===== src/rtl/mips_cpu_pkg.sv =====
// Shared types and default constants for the multicycle MIPS core.
// Holds the fetch sequencer state encoding and the reset/halt address defaults.
package mips_cpu_pkg;

    typedef logic [31:0] word_t;

    typedef enum logic [1:0] {
        IDLE,
        READ,
        DONE,
        HALTED
    } fetch_state_t;

    localparam word_t RESET_VECTOR_DEF = 32'hBFC00000;
    localparam word_t HALT_ADDR_DEF    = 32'h00000000;

endpackage


===== src/rtl/pc_reg.sv =====
// Architectural PC register: loads pc_next on an unconditional or taken-branch write.
// Latency 1 cycle; writes are dropped once the core is inactive (halted).
module pc_reg
    import mips_cpu_pkg::*;
#(
    parameter word_t RESET_VECTOR = RESET_VECTOR_DEF
) (
    input  logic  clk,
    input  logic  reset,
    input  word_t pc_next,
    input  logic  pc_write,
    input  logic  pc_write_cond,
    input  logic  alu_zero,
    input  logic  active,
    output word_t pc
);

    logic load;

    assign load = active & (pc_write | (pc_write_cond & alu_zero));

    always_ff @(posedge clk) begin
        if (reset) begin
            pc <= RESET_VECTOR;
        end else if (load) begin
            pc <= pc_next;
        end
    end

endmodule


===== src/rtl/pc_fetch_unit.sv =====
// PC register plus Avalon-MM instruction fetch sequencer; halts on a fetch from HALT_ADDR.
// Latency fetch_req->instr_valid is 2 cycles plus one per waitrequest cycle; fetch_req is ignored while a read is outstanding.
// FETCH_ALIGN_CHECK_EN: when defined, a fetch from a misaligned PC halts with a sticky fetch_fault.
module pc_fetch_unit
    import mips_cpu_pkg::*;
#(
    parameter word_t RESET_VECTOR = RESET_VECTOR_DEF,
    parameter word_t HALT_ADDR    = HALT_ADDR_DEF
) (
    input  logic        clk,
    input  logic        reset,
    input  logic        fetch_req,
    input  word_t       pc_next,
    input  logic        pc_write,
    input  logic        pc_write_cond,
    input  logic        alu_zero,
    output word_t       pc,
    output word_t       avm_address,
    output logic        avm_read,
    output logic [3:0]  avm_byteenable,
    input  logic        avm_waitrequest,
    input  word_t       avm_readdata,
    output word_t       instr,
    output logic        instr_valid,
    output logic        fetch_busy,
    output logic        active,
    output logic        fetch_fault
);

    fetch_state_t state;
    fetch_state_t next_state;
    word_t        fetch_addr;
    logic         load_addr;
    logic         load_instr;

    pc_reg #(
        .RESET_VECTOR (RESET_VECTOR)
    ) u_pc_reg (
        .clk           (clk),
        .reset         (reset),
        .pc_next       (pc_next),
        .pc_write      (pc_write),
        .pc_write_cond (pc_write_cond),
        .alu_zero      (alu_zero),
        .active        (active),
        .pc            (pc)
    );

`ifdef FETCH_ALIGN_CHECK_EN
    logic set_fault;
`endif

    always_comb begin
        next_state = state;
        load_addr  = 1'b0;
        load_instr = 1'b0;
`ifdef FETCH_ALIGN_CHECK_EN
        set_fault  = 1'b0;
`endif
        case (state)
            // DONE accepts a new request exactly like IDLE so fetches can run back to back.
            IDLE, DONE: begin
                next_state = IDLE;
                if (fetch_req) begin
                    if (pc == HALT_ADDR) begin
                        next_state = HALTED;
`ifdef FETCH_ALIGN_CHECK_EN
                    end else if (pc[1:0] != 2'b00) begin
                        next_state = HALTED;
                        set_fault  = 1'b1;
`endif
                    end else begin
                        next_state = READ;
                        load_addr  = 1'b1;
                    end
                end
            end
            READ: begin
                if (!avm_waitrequest) begin
                    next_state = DONE;
                    load_instr = 1'b1;
                end
            end
            HALTED:  next_state = HALTED;
            default: next_state = IDLE;
        endcase
    end

    // The bus address comes from fetch_addr, not pc, so PC writes mid-read cannot disturb it.
    always_ff @(posedge clk) begin
        if (reset) begin
            state      <= IDLE;
            fetch_addr <= '0;
            instr      <= '0;
        end else begin
            state <= next_state;
            if (load_addr) begin
                fetch_addr <= pc;
            end
            if (load_instr) begin
                instr <= avm_readdata;
            end
        end
    end

`ifdef FETCH_ALIGN_CHECK_EN
    always_ff @(posedge clk) begin
        if (reset) begin
            fetch_fault <= 1'b0;
        end else if (set_fault) begin
            fetch_fault <= 1'b1;
        end
    end
`else
    assign fetch_fault = 1'b0;
`endif

    assign avm_read       = (state == READ);
    assign fetch_busy     = (state == READ);
    assign avm_byteenable = avm_read ? 4'b1111 : 4'b0000;
    assign avm_address    = fetch_addr;
    assign instr_valid    = (state == DONE);
    assign active         = (state != HALTED);

endmodule


===== config.mk =====
export PLATFORM = sky130hd
export DESIGN_NAME = pc_fetch_unit
export DESIGN_NICKNAME = d
export VERILOG_FILES = /design/src/rtl/mips_cpu_pkg.sv /design/src/rtl/pc_reg.sv /design/src/rtl/pc_fetch_unit.sv
export SDC_FILE = /design/constraint.sdc
export NUM_CORES = 1
export LEC_CHECK = 0
export BUFFER_PORTS_ARGS = -buffer_cell sky130_fd_sc_hd__buf_4
export CAP_MARGIN = 20
export CORE_UTILIZATION = 44
export CTS_BUF_LIST = sky130_fd_sc_hd__clkbuf_4
export DETAILED_ROUTE_END_ITERATION = 10
export PLACE_DENSITY = 0.9
export SETUP_SLACK_MARGIN = 0.5
export SKIP_LAST_GASP = 1
export SLEW_MARGIN = 20
export SYNTH_ARGS = -nofsm -noshare
export SYNTH_HDL_FRONTEND = slang
export SYNTH_SLANG_ARGS = --single-unit
export TNS_END_PERCENT = 50

===== constraint.sdc =====
create_clock -name clk -period 1.4 [get_ports clk]
set_input_delay 0.28 -clock clk [delete_from_list [all_inputs] [get_ports clk]]
set_output_delay 0.28 -clock clk [all_outputs]
set_load 0.05 [all_outputs]

==> key figures, run 1 <==
Run status
  • Run status: complete, but fails checks
  • Failing checks: negative setup slack

Timing
  • RSZ-0062 raised after global routing: yes
  • Final Critical Period: approximately 1.9 ns
  • Final WS setup: -0.461 ns
  • Clock Skew: between 0.015 and 0.02 ns
  • Pins Over Slew Limit: 0
  • Fmax: between 500 and 600 MHz
  • Crit share post-route: 1.33
  • # setup viols final: 74
  • Hold Fails Final Rpt: 0

Layout
  • Ratio of cells with drive above 1 in the final layout: 0.584
  • Area occupied by multi-input gates: 2240 um^2
  • Fill cells: 371
  • Nets: around 750
  • Non-Filler Instances: about 800
  • P&R area growth vs syn: 86.2%
  • Final design area excluding fillers: roughly 7200 um^2
  • Antenna diode count: 0
  • Storage cell area: ~2000 um^2

Clocking
  • Max clock buf depth: 2
  • Clk Latency, worst-skew pair: about 0.46 ns
  • TritonCTS clock tree: yes
  • Post-CTS Hold Buffers: 0
  • Total CTS buffers: 9
  • Sink Count: around 100
  • CTS root buf: clkbuf_4
  • CTS clk-pin slew, worst paths: ~0.17 ns
  • H-tree depth: 3

Placement
  • Placed cells: 735
  • # port buffers: between 150 and 200
  • Final GP Congestion: approximately 0.80
  • Detailed Place HPWL: around 8100 um
  • Placed Area: 5630 um^2

Synthesis
  • Post-synth EDFFs: 0
  • Gate Count Post-Synth: ~450
  • Syn_nets: around 520
  • Yosys reg bits: 98
  • Syn Std Cell Area: a little under 4000 um^2
  • Sequential area share after synthesis: 0.505
  • Ys Warns: 0
  • Top_reg_cell synth: dfxtp_1
  • Yosys cell types: 22
  • Mapped Avg Cell Area: 8.68 um^2
  • Async SR Flop Fraction: 0

Power and ir drop
  • Cell internal pwr: approximately 0.0047 W
  • Switching power: ~0.0024 W
  • Sequential power share: 0.431
  • VDD IR-drop max: 1.00 mV
  • Pleak: roughly 3.4 nW
  • Switching Share: 0.340
  • Clock share of power: 0.244
  • Logic pwr share: 0.324
  • Pwr Density: between 900 and 1000 nW/um^2

Setup path
  • CP Launch Type: register
  • Req. time, crit path: around 1.8 ns
  • Crit path kind: reg2reg
  • Arr. time, crit path: around 2.2 ns
  • Worst setup EP type: register
  • CP Max Fanout: 8

Floorplan
  • Die H: 96.0 um
  • Die area: between 9000 and 10000 um^2
  • # rows: 33
  • Initial core utilization: 0.464
  • Core area: about 8400 um^2
  • I/O pin total: between 150 and 200
  • Die Wd: between 90 and 100 um

Route
  • Initial DRC Count: 230
  • Via count: roughly 4300
  • Routed WL: ~17000 um
  • DR WL/cell: 21.1 um
  • Via/cell ratio: 5.45
  • Number of remaining DRC errors: 0
  • Antenna Nets Post-Route: 0
  • Drt first pass iters: 5

Global route
  • First-pass GRT wire length: between 15000 and 20000 um
  • Gr usage total: 0.287
  • Initial antenna violation count: 0
  • Largest net degree at the start of global routing: 64
  • Vias in the first global route: about 4100
  • Total grt overflow: 0

Worst hold path
  • Hold crit path type: in2reg

Job
  • Max-capacitance violation count: 0
==> layout by cell type, fill, tap and decap left out, types with 2 or more instances in the layout <==
master	netlist	layout
bufinv_16	0	2
clkbuf_4	0	11
dfxtp_1	98	59
nand2_2	0	10
nand3b_1	9	9
nand2b_4	0	2
nand2_4	0	31
nor4_2	2	4
nor2_1	2	2
clkinvlp_4	0	2
dfxtp_2	0	26
nand2b_1	62	61
mux2i_1	32	31
dfxtp_4	0	13
buf_8	3	45
or2b_1	3	3
a21oi_1	58	23
nand4_1	2	2
a21oi_2	0	34
buf_12	0	12
buf_4	7	148
clkbuf_16	0	5
buf_16	0	2
nor2b_4	0	2
nand2_1	129	88
nor4_4	0	3
buf_6	0	41
==> cell usage after synthesis (all sizes together), types with 2 or more instances <==
| library cell | n | area, um^2 |
|---|---|---|
| mux2i | 32 | 320 |
| or2b | 3 | 22.5 |
| buf | 16 | 128 |
| dfxtp | 98 | 1960 |
| nand4 | 2 | 12.5 |
| nand3b | 9 | 67.6 |
| a21oi | 58 | 290 |
| nand2b | 62 | 388 |
| nand2 | 129 | 484 |
| clkbuf | 20 | 75.1 |
| nor4 | 8 | 62.6 |
| nor2 | 2 | 7.51 |
| nor2b | 3 | 18.8 |
==> logic make-up (layout without fill, tap and decap cells) <==
logic type / after synthesis / in the layout / synth area share
simple gates: 219 / 220 / 0.275
flops: 98 / 98 / 0.505
compound gates: 62 / 62 / 0.0846
buf+inv: 36 / 269 / 0.0521
mux: 32 / 32 / 0.0824
other cells: 1 / 1 / 0.000964
==> power groups by stage <==
stage,Sequential (W),Clock [W],Combinational (W)
after floorplan,0.00365,0,0.000527
after global placement,0.00310,0,0.00166
after detailed placement,0.00311,0,0.00169
after CTS,0.00307,0.00171,0.00202
after global routing,0.00310,0.00187,0.00240
final,0.00309,0.00175,0.00232
==> critical path: stages (launching register included) <==
cell and delay [ns]:
dfxtp_4 0.38, nor4_1 0.34, nand4_1 0.25, o21ai_4 0.24, buf_12 0.15, buf_12 0.14, mux2i_1 0.28
==> layout make-up <==
class                           instances  share of cell area
Sequential cell                        98               0.282
Tap cell                              105              0.0181
Multi-Input combinational cell        315               0.309
Clock inverter                          5              0.0109
Clock buffer                           11              0.0114
Timing Repair Buffer                  253               0.369
==> metal layers <==
layer	GRT usage	vias up	part of all wire
met5	0	-	0
met4	0.118	0	0.048
met3	0.0766	67	0.064
met2	0.521	237	0.54
met1	0.313	2073	0.35
li1	-	1915	-
==> path summary, 6_finish.rpt <==
check                               startpoint               to  slack [ns]  cells past startpoint
worst max register to register  u_pc_reg.pc[6]   avm_address[6]       -0.46                      6
worst max-delay path            u_pc_reg.pc[6]   avm_address[6]       -0.46                      6
worst min-delay path               pc_next[27]  u_pc_reg.pc[27]        0.04                      3
worst min register to register       instr[16]        instr[16]        0.48                      2
==> through the flow <==
stage	power [W]	TNS, ns	hold slack (ns)	util	setup slack, ns
6_report	0.00717	-18.14	0.0424	0.864	-0.461
5_1_grt	0.00738	-21.99	0.0359	0.864	-0.501
4_1_cts	0.00679	-10.38	0.0387	0.791	-0.291
3_5_place_dp	0.00480	-8.67	0.447	0.672	-0.313
3_3_place_gp	0.00476	-5.94	0.443	0.672	-0.193
2_1_floorplan	0.00417	-5.44	0.403	-	-0.170
==> repair_timing <==
| action | CTS | global route |
|---|---|---|
| resized for setup | 177 | 98 |
| pin swaps | 27 | 46 |
| cloned | 3 | 8 |
| hold endpoints to repair | 0 | 0 |
| buffers inserted | 17 | 8 |
| setup endpoints to repair | 202 | 202 |
Power figures use the tool's default switching activity.
==> run 2, diff against run 1 <==
CORE_MARGIN = 5   (was not set)
==> key figures, run 2 (synthesis gave the netlist of run 1 again) <==
Layout
  • P&R area growth vs syn: 79.1%
  • Nets: 746
  • Fill cells: 499
  • Final core utilization: 0.803
  • Final design area excluding fillers: about 7000 um^2
  • Antenna diode count: 0
  • Commonest non-fill, non-tap cell in the layout: buf_4
  • Non-Filler Instances: between 700 and 800
  • Ratio of cells with drive above 1 in the final layout: 0.535
  • Leading cell types in the layout, fill and taps excluded: 132 x buf_4, 125 x nand2_1, 61 x nand2b_1, 61 x buf_8, 47 x dfxtp_2

Timing
  • Crit share post-route: 1.42
  • Final WS setup: -0.595 ns
  • Final Critical Period: between 1.5 and 2 ns
  • Hold Fails Final Rpt: 0
  • Clock Skew: between 0.015 and 0.02 ns
  • Setup TNS: -18.63 ns
  • Fmax: approximately 500 MHz
  • # setup viols final: 48
  • Pins Over Slew Limit: 0
  • RSZ-0062 raised after global routing: yes

Clocking
  • CTS root buf: clkbuf_4
  • Sink Count: between 90 and 100
  • Max clock buf depth: 2
  • TritonCTS clock tree: yes
  • Total CTS buffers: 9
  • H-tree depth: 3
  • CTS clk-pin slew, worst paths: roughly 0.15 ns
  • Clk Latency, worst-skew pair: 0.44 ns

Global route
  • Vias in the first global route: about 4200
  • Initial antenna violation count: 0
  • Largest net degree at the start of global routing: 40
  • Total grt overflow: 0
  • Gr usage total: 0.231
  • First-pass GRT wire length: 20700 um

Setup path
  • Worst setup EP type: register
  • CP cell instances: nor4_1, nand4_1, o21ai_4, buf_12, buf_16, mux2i_1
  • CP Max Fanout: 8
  • Crit-path max cell delay: 0.47 ns
  • CP max stage cell: nor4_1
  • Crit path kind: reg2reg
  • Req. time, crit path: between 1.5 and 2 ns
  • CP Launch Type: register
  • Arr. time, crit path: approximately 2.4 ns

Route
  • Antenna Nets Post-Route: 0
  • Number of remaining DRC errors: 0
  • Top layer in use: met4
  • Met2 Wirelength: 7600 um
  • Met3 wire length: about 1000 um
  • Drt first pass iters: 4
  • Via/cell ratio: approximately 5.1
  • Via count: a little over 4000
  • Routed WL: approximately 14000 um
  • Initial DRC Count: ~150
  • Met1 Routed Length: 5180 um
  • DR WL/cell: between 15 and 20 um

Power and ir drop
  • VDD IR-drop max: 0.640 mV
  • Logic pwr share: 0.320
  • Clock share of power: 0.224
  • Pleak: 3.11 nW
  • Switching power: between 0.002 and 0.0025 W
  • Cell internal pwr: approximately 0.0045 W
  • Pwr Density: about 970 nW/um^2
  • Switching Share: 0.332
  • Sequential power share: 0.456

Floorplan
  • Die Wd: ~100 um
  • Die H: ~100 um
  • Initial core utilization: 0.448
  • I/O pin total: approximately 180
  • Core area: just under 9000 um^2
  • Die area: approximately 11000 um^2
  • # rows: 34

Placement
  • Placed cells: roughly 740
  • Final GP Congestion: between 0.8 and 0.9
  • Detailed Place HPWL: 8430 um
  • Placed Area: 5620 um^2
  • # port buffers: ~170

Worst hold path
  • Hold crit path type: in2reg

Job
  • Max-capacitance violation count: 0

Run status
  • Failing checks: negative setup slack
  • Run status: complete, but fails checks
run 2: routing by layer:
layer | track usage | up-vias
met5 | 0 | -
met4 | 0.102 | 0
met3 | 0.0701 | 37
met2 | 0.419 | 165
met1 | 0.245 | 1938
li1 | - | 1911
run 2: final timing paths:
kind | start | endpoint | slack (ns) | cells after the start
worst max-delay path | u_pc_reg.pc[7] | avm_address[6] | -0.59 | 6
worst min-delay path | pc_next[7] | u_pc_reg.pc[7] | 0.06 | 3
worst max register to register | u_pc_reg.pc[7] | avm_address[6] | -0.59 | 6
worst min register to register | instr[2] | instr[2] | 0.47 | 2
run 2: timing repair:
item | CTS | global route
resized for setup | 184 | 59
gates cloned | 5 | 5
pin swaps | 2 | 7
setup buffers | 14 | 9
hold buffers | 0 | 0
setup endpoints to repair | 202 | 202
endpoints found under the hold margin | 0 | 0
run 2: layout make-up:
| cell class | instances | area (um^2) | share of cell area |
|---|---|---|---|
| Sequential cell | 98 | 2060 | 0.295 |
| Clock buffer | 11 | 82.6 | 0.0119 |
| Clock inverter | 5 | 53.8 | 0.00772 |
| Multi-Input combinational cell | 316 | 1930 | 0.277 |
| Timing Repair Buffer | 250 | 2710 | 0.389 |
| Tap cell | 108 | 135 | 0.0194 |
run 2: metrics by stage:
stage | hold WS, ns | worst slack (ns) | total power (W)
after floorplan | 0.403 | -0.170 | 0.00417
after global placement | 0.443 | -0.295 | 0.00475
after detailed placement | 0.449 | -0.365 | 0.00479
after CTS | 0.0406 | -0.388 | 0.00657
after global routing | 0.0362 | -0.643 | 0.00701
final | 0.0602 | -0.595 | 0.00677
run 2: critical path, delay by kind of cell (launching register included):
kind | cells | cell delay [ns]
and+or+nand+nor | 2 | 0.75
DFF | 1 | 0.38
buffers and inverters | 2 | 0.31
muxes | 1 | 0.24
AOI/OAI and AO/OA | 1 | 0.23
run 2: power by group through the flow:
stage	Combinational, W	Clock, W	Sequential, W
2_1_floorplan	0.000527	0	0.00365
3_3_place_gp	0.00166	0	0.00309
3_5_place_dp	0.00169	0	0.00310
4_1_cts	0.00198	0.00153	0.00307
5_1_grt	0.00226	0.00165	0.00310
6_report	0.00216	0.00152	0.00308
